`config.mk`:
```
export PLATFORM = sky130hd
export DESIGN_NAME = rx_signal_sequencer
export DESIGN_NICKNAME = d
export VERILOG_FILES = /design/src/rtl/rx_signal_sequencer.sv
export SDC_FILE = /design/constraint.sdc
export NUM_CORES = 1
export LEC_CHECK = 0
export ABC_AREA = 1
export ABC_CLOCK_PERIOD_IN_PS = 3200
export CAP_MARGIN = 15
export CORE_ASPECT_RATIO = 1.25
export CORE_MARGIN = 2
export CORE_UTILIZATION = 25
export CTS_CLUSTER_DIAMETER = 80
export DETAILED_ROUTE_END_ITERATION = 8
export HOLD_SLACK_MARGIN = 0.02
export PLACE_DENSITY_LB_ADDON = 0.15
export SYNTH_ARGS = -nofsm -noshare
export SYNTH_HDL_FRONTEND = slang
export SYNTH_SLANG_ARGS = --single-unit
```
`constraint.sdc`:
```
create_clock -name iClk -period 3.2 [get_ports iClk]
set_clock_uncertainty 0.1 [all_clocks]
set_input_delay 0.32 -clock iClk [delete_from_list [all_inputs] [get_ports iClk]]
set_output_delay 0.32 -clock iClk [all_outputs]
set_load 0.01 [all_outputs]
```
`src/rtl/rx_signal_sequencer.sv`:
```
// 802.11a RX data-phase controller: checks the SIGNAL field and works out N_SYM.
// It paces decoding one OFDM symbol at a time and forwards only the PSDU bits, serially.
module rx_signal_sequencer #(
  parameter int SERVICE_BITS = 16,
  parameter int TAIL_BITS    = 6,
  parameter int CNT_W        = 16
) (
  input  logic        iClk,
  input  logic        iRst,
  input  logic [23:0] iSig_Data,
  input  logic        iSig_Valid,
  input  logic        iAbort,
  input  logic        iBit,
  input  logic        iBit_Valid,
  output logic        oSym_Start,
  output logic        oData,
  output logic        oData_Valid,
  output logic [3:0]  oRate,
  output logic [11:0] oLength,
  output logic [1:0]  oMod,
  output logic [1:0]  oCode,
  output logic [10:0] oNum_Sym,
  output logic        oBusy,
  output logic        oSig_Err,
  output logic        oDone
);

  typedef enum logic [1:0] {
    ST_IDLE  = 2'd0,
    ST_CHECK = 2'd1,
    ST_CALC  = 2'd2,
    ST_RUN   = 2'd3
  } state_t;

  // Returns {valid, N_DBPS[7:0], mod[1:0], code[1:0]} for a {R1,R2,R3,R4} rate code.
  function automatic logic [12:0] f_rate_decode(input logic [3:0] i_code);
    logic [12:0] v_res;
    case (i_code)
      4'b1101: v_res = {1'b1, 8'd24,  2'd0, 2'd0};
      4'b1111: v_res = {1'b1, 8'd36,  2'd0, 2'd2};
      4'b0101: v_res = {1'b1, 8'd48,  2'd1, 2'd0};
      4'b0111: v_res = {1'b1, 8'd72,  2'd1, 2'd2};
      4'b1001: v_res = {1'b1, 8'd96,  2'd2, 2'd0};
      4'b1011: v_res = {1'b1, 8'd144, 2'd2, 2'd2};
      4'b0001: v_res = {1'b1, 8'd192, 2'd3, 2'd1};
      4'b0011: v_res = {1'b1, 8'd216, 2'd3, 2'd2};
      default: v_res = {1'b0, 8'd0,   2'd0, 2'd0};
    endcase
    return v_res;
  endfunction

  function automatic logic f_even_parity_ok(input logic [17:0] i_bits);
    return ~(^i_bits);
  endfunction

  state_t            r_state;
  state_t            w_state_next;
  logic [23:0]       r_sig;
  logic [7:0]        r_ndbps;
  logic [CNT_W-1:0]  r_acc;
  logic [CNT_W-1:0]  r_tot;
  logic [CNT_W-1:0]  r_psdu_end;
  logic [CNT_W-1:0]  r_bidx;
  logic [7:0]        r_bcnt;
  logic [10:0]       r_sym_cnt;
  logic [3:0]        r_rate;
  logic [11:0]       r_length;
  logic [1:0]        r_mod;
  logic [1:0]        r_code;
  logic [10:0]       r_num_sym;
  logic              r_sym_start;
  logic              r_data;
  logic              r_data_valid;
  logic              r_busy;
  logic              r_sig_err;
  logic              r_done;

  // RATE bits arrive R1 first, so iSig_Data[0] is the MSB of the {R1..R4} code.
  logic [3:0]        w_code;
  logic [12:0]       w_dec;
  logic [11:0]       w_len;
  logic              w_sig_ok;
  logic [CNT_W-1:0]  w_psdu_end;
  logic [CNT_W-1:0]  w_tot;
  logic [CNT_W-1:0]  w_acc_next;
  logic              w_calc_hit;
  logic              w_accept;
  logic              w_sym_end;
  logic              w_last_sym;
  logic              w_in_psdu;

  assign w_code     = {r_sig[0], r_sig[1], r_sig[2], r_sig[3]};
  assign w_dec      = f_rate_decode(w_code);
  assign w_len      = r_sig[16:5];
  assign w_sig_ok   = w_dec[12] & ~r_sig[4] & f_even_parity_ok(r_sig[17:0]) &
                      (r_sig[23:18] == 6'd0) & (w_len != 12'd0);
  assign w_psdu_end = CNT_W'(SERVICE_BITS) + CNT_W'({w_len, 3'b000});
  assign w_tot      = w_psdu_end + CNT_W'(TAIL_BITS);
  assign w_acc_next = r_acc + CNT_W'(r_ndbps);
  assign w_calc_hit = (w_acc_next >= r_tot);
  assign w_accept   = (r_state == ST_RUN) & iBit_Valid & ~iAbort;
  assign w_sym_end  = w_accept & ((r_bcnt + 8'd1) == r_ndbps);
  assign w_last_sym = ((r_sym_cnt + 11'd1) == r_num_sym);
  assign w_in_psdu  = (r_bidx >= CNT_W'(SERVICE_BITS)) & (r_bidx < r_psdu_end);

  // State register.
  always_ff @(posedge iClk) begin
    if (!iRst) begin
      r_state <= ST_IDLE;
    end else begin
      r_state <= w_state_next;
    end
  end

  // Next-state logic; abort beats everything except a SIGNAL strobe in IDLE.
  always_comb begin
    w_state_next = r_state;
    case (r_state)
      ST_IDLE: begin
        if (iSig_Valid) w_state_next = ST_CHECK;
        else            w_state_next = ST_IDLE;
      end
      ST_CHECK: begin
        if (iAbort)        w_state_next = ST_IDLE;
        else if (w_sig_ok) w_state_next = ST_CALC;
        else               w_state_next = ST_IDLE;
      end
      ST_CALC: begin
        if (iAbort)          w_state_next = ST_IDLE;
        else if (w_calc_hit) w_state_next = ST_RUN;
        else                 w_state_next = ST_CALC;
      end
      ST_RUN: begin
        if (iAbort)                       w_state_next = ST_IDLE;
        else if (w_sym_end && w_last_sym) w_state_next = ST_IDLE;
        else                              w_state_next = ST_RUN;
      end
      default: w_state_next = ST_IDLE;
    endcase
  end

  // Field latching, symbol-count division, bit counting and registered outputs.
  always_ff @(posedge iClk) begin
    if (!iRst) begin
      r_sig        <= 24'd0;
      r_ndbps      <= 8'd0;
      r_acc        <= {CNT_W{1'b0}};
      r_tot        <= {CNT_W{1'b0}};
      r_psdu_end   <= {CNT_W{1'b0}};
      r_bidx       <= {CNT_W{1'b0}};
      r_bcnt       <= 8'd0;
      r_sym_cnt    <= 11'd0;
      r_rate       <= 4'd0;
      r_length     <= 12'd0;
      r_mod        <= 2'd0;
      r_code       <= 2'd0;
      r_num_sym    <= 11'd0;
      r_sym_start  <= 1'b0;
      r_data       <= 1'b0;
      r_data_valid <= 1'b0;
      r_busy       <= 1'b0;
      r_sig_err    <= 1'b0;
      r_done       <= 1'b0;
    end else begin
      r_sym_start  <= 1'b0;
      r_data_valid <= 1'b0;
      r_sig_err    <= 1'b0;
      r_done       <= 1'b0;
      r_busy       <= (w_state_next != ST_IDLE);
      case (r_state)
        ST_IDLE: begin
          if (iSig_Valid) r_sig <= iSig_Data;
        end
        ST_CHECK: begin
          if (!iAbort && w_sig_ok) begin
            r_rate     <= w_code;
            r_length   <= w_len;
            r_mod      <= w_dec[3:2];
            r_code     <= w_dec[1:0];
            r_ndbps    <= w_dec[11:4];
            r_tot      <= w_tot;
            r_psdu_end <= w_psdu_end;
            r_acc      <= {CNT_W{1'b0}};
            r_num_sym  <= 11'd0;
          end else if (!iAbort) begin
            r_sig_err <= 1'b1;
          end
        end
        // Ceil division by repeated addition: one symbol per cycle.
        ST_CALC: begin
          if (!iAbort) begin
            r_acc     <= w_acc_next;
            r_num_sym <= r_num_sym + 11'd1;
            if (w_calc_hit) begin
              r_sym_start <= 1'b1;
              r_bidx      <= {CNT_W{1'b0}};
              r_bcnt      <= 8'd0;
              r_sym_cnt   <= 11'd0;
            end
          end
        end
        ST_RUN: begin
          if (w_accept) begin
            r_bidx <= r_bidx + {{(CNT_W-1){1'b0}}, 1'b1};
            if (w_in_psdu) begin
              r_data       <= iBit;
              r_data_valid <= 1'b1;
            end
            if (w_sym_end) begin
              r_bcnt    <= 8'd0;
              r_sym_cnt <= r_sym_cnt + 11'd1;
              if (w_last_sym) r_done      <= 1'b1;
              else            r_sym_start <= 1'b1;
            end else begin
              r_bcnt <= r_bcnt + 8'd1;
            end
          end
        end
        default: begin
        end
      endcase
    end
  end

  assign oSym_Start  = r_sym_start;
  assign oData       = r_data;
  assign oData_Valid = r_data_valid;
  assign oRate       = r_rate;
  assign oLength     = r_length;
  assign oMod        = r_mod;
  assign oCode       = r_code;
  assign oNum_Sym    = r_num_sym;
  assign oBusy       = r_busy;
  assign oSig_Err    = r_sig_err;
  assign oDone       = r_done;

endmodule

```
==> impl_metrics.json, run 1 <==
{
  "synth-seq-cells": 142,
  "drive_above_1_share_pct": 16.7,
  "switchingPower_mw": 1.06,
  "drt_pass1_iterations": 4,
  "final.min_clock_period_ns": 3.19,
  "clock_power_share_pct": 47.2,
  "startpoint_type": "flip-flop",
  "synthFlopType": "dfxtp_1",
  "diodes": 0,
  "holdWs_ns": 0.226,
  "initial_core_util_pct": 25.3,
  "ctsLongestPathBuffers": 2,
  "wl_per_cell_um": 14.2,
  "grt_pass1_vias": 7073,
  "synth_top_family_by_area": "simple AND/OR/NAND/NOR gates",
  "slew-limit-headroom_pct": 33.6,
  "critPathKind": "reg2reg",
  "cp_max_fo": 6,
  "required_ns": 3.42,
  "post-place-cells": 1568,
  "end_kind": "flip-flop",
  "seqPwrFrac_pct": 44.2,
  "vias": 7264,
  "portBuffers": 66,
  "track_usage_pct": 14.1,
  "gp_congestion": 0.794,
  "clk_pin_slew_worst_paths_ns": 0.06,
  "dieArea_um2": 32600,
  "finalSetupViolations": 0,
  "die_h_um": 202,
  "crit_arrival_ns": 3.41,
  "finalMaxSlewViolations": 0,
  "synth_warnings": 0,
  "final_core_util_pct": 33.4,
  "timing.rr.end": "r_bidx[3]",
  "ant_nets": 0,
  "io_pins": 67,
  "dp_hpwl_um": 16500,
  "cap_violations": 0,
  "grt.overflow.total": 0,
  "power_density_nw_per_um2": 405,
  "max_freq_mhz": 313,
  "netlist_area_um2": 7800,
  "status": "finished clean",
  "drt-total-wl_um": 22800,
  "cts.sinks": 142,
  "syn_inst": 1095,
  "synth_edf_count": 0,
  "grt_pass1_wl_um": 36600,
  "syn_area_per_cell_um2": 7.12,
  "chipWidth_um": 162,
  "hold_viol": 0,
  "ys_types": 44,
  "drc": 0,
  "reg2reg_slack_ns": 0.009,
  "final_common_cell": "nand2_1",
  "fin_nets": 1263,
  "synthXorXnorAreaFrac_pct": 4.89,
  "max_slew.worst_pin.slew_ns": 0.995,
  "final_cell_count_no_fill": 1609,
  "cts-buffers-inserted": 17,
  "cp-startpoint": "r_acc[2]",
  "cts_tree": "yes",
  "finalCritPeriodShare_pct": 99.7,
  "postCtsHoldBufs": 0,
  "muxShareOfSynthArea_pct": 0,
  "antenna_found_initial": 0,
  "synth_top_area_share_pct": 36.4,
  "combPwrFrac_pct": 8.6,
  "p_int_mw": 3.10,
  "initialDrtViolationCount": 316,
  "routed_via_density": 4.51,
  "yosys.area_share.simple_pct": 27.4,
  "leakage_nw": 4.11,
  "rsz0062_at_grt": "yes",
  "synthAdderAreaFrac_pct": 7.15,
  "synth_largest_area_cell": "dfxtp_1",
  "grt_max_degree": 42,
  "synth_area_leaders": "dfxtp_1 (36%), nand2_1 (9.0%), ha_1 (6.9%)",
  "swShare_pct": 25.5,
  "vdd_ir_drop_max_mv": 0.298,
  "async_flop_share_pct": 0,
  "synth_compound_area_share_pct": 14.6,
  "htreeDepth": 4,
  "synth_nets": 1169,
  "insertion_delay_ns": 0.43,
  "area_growth_pct": 31.8,
  "core_region_area_um2": 30800,
  "r2r_start": "r_acc[2]",
  "yosysSeqAreaShare_pct": 36.4,
  "reg2reg_depth": 22,
  "core.rowCount": 72,
  "crit_end": "r_bidx[3]",
  "final_cell_mix": "nand2_1 (170), dfxtp_1 (136), nor2_1 (130)",
  "cts-root-buf": "clkbuf_16",
  "min_path_type": "in2reg"
}
## kinds of logic (layout without fill, tap and decap cells)
| group | count (synthesis) | in the layout |
|---|---|---|
| buffers and inverters | 175 | 281 |
| DFF | 142 | 142 |
| xor gates and xnor gates | 42 | 42 |
| and+or+nand+nor | 477 | 478 |
| adders and majority gates | 44 | 44 |
| AOI/OAI and AO/OA | 215 | 215 |
## Yosys cell counts, types with 2 or more instances
| cell | count |
|---|---|
| dfxtp_1 | 142 |
| buf_4 | 3 |
| nand3_2 | 3 |
| nor2_1 | 134 |
| nand2_2 | 6 |
| xor2_1 | 27 |
| nor2_4 | 2 |
| ha_1 | 43 |
| o21bai_1 | 3 |
| a22oi_1 | 3 |
| inv_2 | 6 |
| nand2_1 | 187 |
| a211oi_2 | 2 |
| buf_2 | 8 |
| o21ai_1 | 5 |
| inv_1 | 127 |
| nor3_2 | 3 |
| a21oi_2 | 3 |
| nor3_1 | 14 |
| nand4_1 | 34 |
| nand3b_1 | 5 |
| nor4_1 | 7 |
| o21ai_0 | 88 |
| clkbuf_1 | 20 |
| nor2_2 | 2 |
| a21oi_1 | 103 |
| buf_1 | 2 |
| o22ai_1 | 2 |
| xnor2_1 | 14 |
| buf_6 | 7 |
| nand3_1 | 76 |
| o21a_1 | 2 |
## final cells by class
cell class                      instances  area, um2
Timing Repair inverter                  1       16.3
Multi-Input combinational cell        779       4700
Sequential cell                       142       2850
Tap cell                              407        509
Fill cell                            3379      20500
Timing Repair Buffer                  115       1120
Clock buffer                           19        433
Inverter                              133        519
Clock inverter                         13        141
## how the worst min path moves through the flow
stage	cells after the start	to	from	slack, ns
2_1_floorplan	2	oCode[1]	w_dec[1]	0.33
3_3_place_gp	2	r_ndbps[3]	w_dec[7]	0.34
3_5_place_dp	2	r_ndbps[5]	w_dec[9]	0.35
4_1_cts	3	r_bcnt[0]	iRst	0.22
5_1_grt	3	r_ndbps[2]	iRst	0.24
6_report	3	r_bcnt[7]	iRst	0.23
## power groups by stage
stage | Combinational (mW) | Clock (mW) | Sequential, mW
2_1_floorplan | 0.232 | 0 | 1.87
3_3_place_gp | 0.346 | 0 | 1.88
3_5_place_dp | 0.347 | 0 | 1.88
4_1_cts | 0.351 | 2.02 | 1.84
5_1_grt | 0.405 | 2.09 | 1.84
6_report | 0.357 | 1.96 | 1.84
## state kept, by name, indices dropped and copies added, names as in the netlist
name	cells
oBusy	1
oCode	2
oData	1
oData_Valid	1
oDone	1
oLength	12
oMod	2
oNum_Sym	11
oRate	4
oSig_Err	1
oSym_Start	1
r_acc	14
r_bcnt	8
r_bidx	16
r_ndbps	6
r_psdu_end	1
r_sig	24
r_state	2
r_sym_cnt	11
r_tot	12
w_dec	11
## layer usage
layer,up-vias,GRT usage [%],share of wire (%)
li1,3800,-,-
met1,3338,17.5,46
met2,106,24.5,49
met3,20,2.84,3.0
met4,0,4.30,1.6
met5,-,0,0
## worst max-delay path: stages, from the launching register on
cell and delay, ns:
dfxtp_2 0.33, ha_4 0.16, fa_2 0.34, nand3_2 0.09
nand3_2 0.08, nand2_1 0.08, nand2_1 0.07, nand2_1 0.08
nor2_2 0.05, nand3_1 0.08, xor2_1 0.22, inv_1 0.10
ha_4 0.28, nand2_4 0.05, nor2_4 0.12, nand3_2 0.09
nand3_2 0.10, nand2_4 0.09, nand2_8 0.13, buf_12 0.15
clkinv_8 0.07, nor3_4 0.17, nor3_4 0.05
## through the flow
stage               power, mW  TNS (ns)  instance area [um2]  worst slack [ns]
detailed placement       2.22     -6.61                 9050            -0.244
global placement         2.22     -5.16                 9050            -0.192
finish                   4.16         0                10300           0.00931
floorplan                2.10         0                 7800            0.0819
global route             4.34     -2.00                10300            -0.123
CTS                      4.21         0                 9800           0.00273
## timing repair
| item | CTS | global route |
|---|---|---|
| setup endpoints to repair | 37 | 37 |
| buffers inserted | 2 | 3 |
| resized for setup | 25 | 122 |
| pin swaps | 2 | 26 |
| cloned | 1 | 3 |
(Power assumes the default switching activity.)
==> run 2: changes to the inputs <==
--- a/config.mk
+++ b/config.mk
@@ -6,7 +6,6 @@
 export NUM_CORES = 1
 export LEC_CHECK = 0
 export ABC_AREA = 1
-export ABC_CLOCK_PERIOD_IN_PS = 3200
 export CAP_MARGIN = 15
 export CORE_ASPECT_RATIO = 1.25
 export CORE_MARGIN = 2
==> results of run 2 <==
No change in the layout: final DEF, timing and power equal those of run 1.
==> run 3: changes to the inputs <==
--- a/config.mk
+++ b/config.mk
@@ -6,14 +6,13 @@
 export NUM_CORES = 1
 export LEC_CHECK = 0
 export ABC_AREA = 1
-export CAP_MARGIN = 15
 export CORE_ASPECT_RATIO = 1.25
 export CORE_MARGIN = 2
-export CORE_UTILIZATION = 25
+export CORE_UTILIZATION = 39
 export CTS_CLUSTER_DIAMETER = 80
 export DETAILED_ROUTE_END_ITERATION = 8
 export HOLD_SLACK_MARGIN = 0.02
-export PLACE_DENSITY_LB_ADDON = 0.15
+export PLACE_DENSITY = 0.66
 export SYNTH_ARGS = -nofsm -noshare
 export SYNTH_HDL_FRONTEND = slang
 export SYNTH_SLANG_ARGS = --single-unit
==> impl_metrics.json, run 3 (same netlist as run 1, synthesis figures left out) <==
{
  "dieArea_um2": 21200,
  "seqPwrFrac_pct": 41.5,
  "startpoint_type": "flip-flop",
  "max_slew.worst_pin.slew_ns": 0.860,
  "regMostFlops": "r_sig",
  "grt_pass1_vias": 6839,
  "finalSetupViolations": 2,
  "clk_pin_slew_worst_paths_ns": 0.07,
  "final_cell_mix": "nand2_1 (177), dfxtp_1 (137), nor2_1 (129)",
  "end_kind": "flip-flop",
  "max_freq_mhz": 312,
  "rsz0062_at_grt": "yes",
  "portBuffers": 66,
  "die_h_um": 162,
  "drive_above_1_share_pct": 13.3,
  "leakage_nw": 4.05,
  "drt_pass1_iterations": 5,
  "reg_top3": "r_sig: 24 flops, r_bidx: 16 flops, r_acc: 14 flops",
  "swShare_pct": 24.0,
  "drt-total-wl_um": 20100,
  "fin_tns_setup_ns": -0.00387,
  "htreeDepth": 4,
  "grt_max_degree": 56,
  "crit_arrival_ns": 3.42,
  "initial_core_util_pct": 39.9,
  "dp_hpwl_um": 14000,
  "cts-buffers-inserted": 17,
  "fin_ws_ns": -0.00297,
  "fin_nets": 1252,
  "antenna_found_initial": 0,
  "holdWs_ns": 0.210,
  "largest_register_ff_count": 24,
  "place_ws_ns": -0.156,
  "slew-limit-headroom_pct": 42.6,
  "cts.sinks": 142,
  "finalMaxSlewViolations": 0,
  "cts_tree": "yes",
  "ant_nets": 0,
  "core.rowCount": 57,
  "clock_power_share_pct": 50.7,
  "cp_max_fo": 8,
  "chipWidth_um": 131,
  "switchingPower_mw": 1.06,
  "final.min_clock_period_ns": 3.20,
  "track_usage_pct": 19.3,
  "vias": 7344,
  "min_path_type": "in2reg",
  "diodes": 0,
  "violations": "setup timing",
  "grt_pass1_wl_um": 32600,
  "final_core_util_pct": 50.6,
  "wl_per_cell_um": 13.8,
  "insertion_delay_ns": 0.43,
  "critPathKind": "reg2reg",
  "cts-root-buf": "clkbuf_16",
  "cap_violations": 0,
  "power_density_nw_per_um2": 448,
  "p_int_mw": 3.37,
  "ctsLongestPathBuffers": 2,
  "hold_viol": 0,
  "gp_congestion": 0.837,
  "finalCritPeriodShare_pct": 100,
  "vdd_ir_drop_max_mv": 0.380,
  "grt.overflow.total": 0,
  "initialDrtViolationCount": 295,
  "postCtsHoldBufs": 0,
  "final_common_cell": "nand2_1",
  "required_ns": 3.41,
  "io_pins": 67,
  "status": "finished, violations left",
  "area_growth_pct": 26.8,
  "routed_via_density": 5.04,
  "core_region_area_um2": 19500,
  "drc": 0,
  "combPwrFrac_pct": 7.8,
  "finalPower_mw": 4.43
}
## run 3: repair_timing
| item | 4_1_cts | 5_1_grt |
|---|---|---|
| buffers inserted | 4 | 0 |
| pin swaps | 8 | 14 |
| gates resized for setup | 24 | 76 |
| cloned | 1 | 2 |
| endpoints found under the hold margin | 0 | 0 |
| setup endpoints to repair | 34 | 38 |
## run 3: critical path: stages, from the launching register on
cell,delay [ns]
dfxtp_2,0.34
ha_4,0.17
fa_2,0.40
nand3_2,0.08
nand3_2,0.08
nand2_2,0.08
nand2_2,0.06
nand2_2,0.07
nor2_4,0.04
nand3_2,0.07
xor2_2,0.17
inv_1,0.06
ha_1,0.28
nand2_2,0.10
nor2_2,0.05
a211oi_2,0.18
nand3_2,0.13
nand2_4,0.12
buf_6,0.16
nand2_8,0.09
o21ai_1,0.20
a21oi_2,0.04
## run 3: layer usage
metal	global-route usage (%)	wire, um	vias to the layer above
met2	32.6	9920	168
met5	0	0	-
met4	6.72	434	0
met3	3.92	919	34
met1	24.2	8860	3353
li1	-	-	3789
## run 3: worst paths after layout
| check | start | end | slack [ns] | cells past startpoint |
|---|---|---|---|---|
| worst max-delay path | r_ndbps[2] | r_sym_cnt[6] | -0.003 | 21 |
| worst min-delay path | iRst | oCode[1] | 0.21 | 3 |
| worst max register to register | r_ndbps[2] | r_sym_cnt[6] | -0.003 | 21 |
| worst min register to register | oData | oData | 0.34 | 2 |
## run 3: cell type report
type	count	area, um2
Clock inverter	14	228
Timing Repair Buffer	105	1020
Inverter	133	517
Clock buffer	18	439
Multi-Input combinational cell	779	4510
Tap cell	265	332
Fill cell	1931	9650
Sequential cell	142	2850
## run 3: stage by stage
stage / cell area, um2 / instances
floorplan: 7800 / 1095
global placement: 8800 / 1417
detailed placement: 8800 / 1417
CTS: 9620 / 1454
global route: 9890 / 1456
finish: 9890 / 1456
## run 3: power groups by stage
stage	sequential [mW]	clock, mW	combinational [mW]
2_1_floorplan	1.87	0	0.232
3_3_place_gp	1.88	0	0.328
3_5_place_dp	1.88	0	0.332
4_1_cts	1.84	2.28	0.340
5_1_grt	1.84	2.36	0.390
6_report	1.84	2.25	0.347
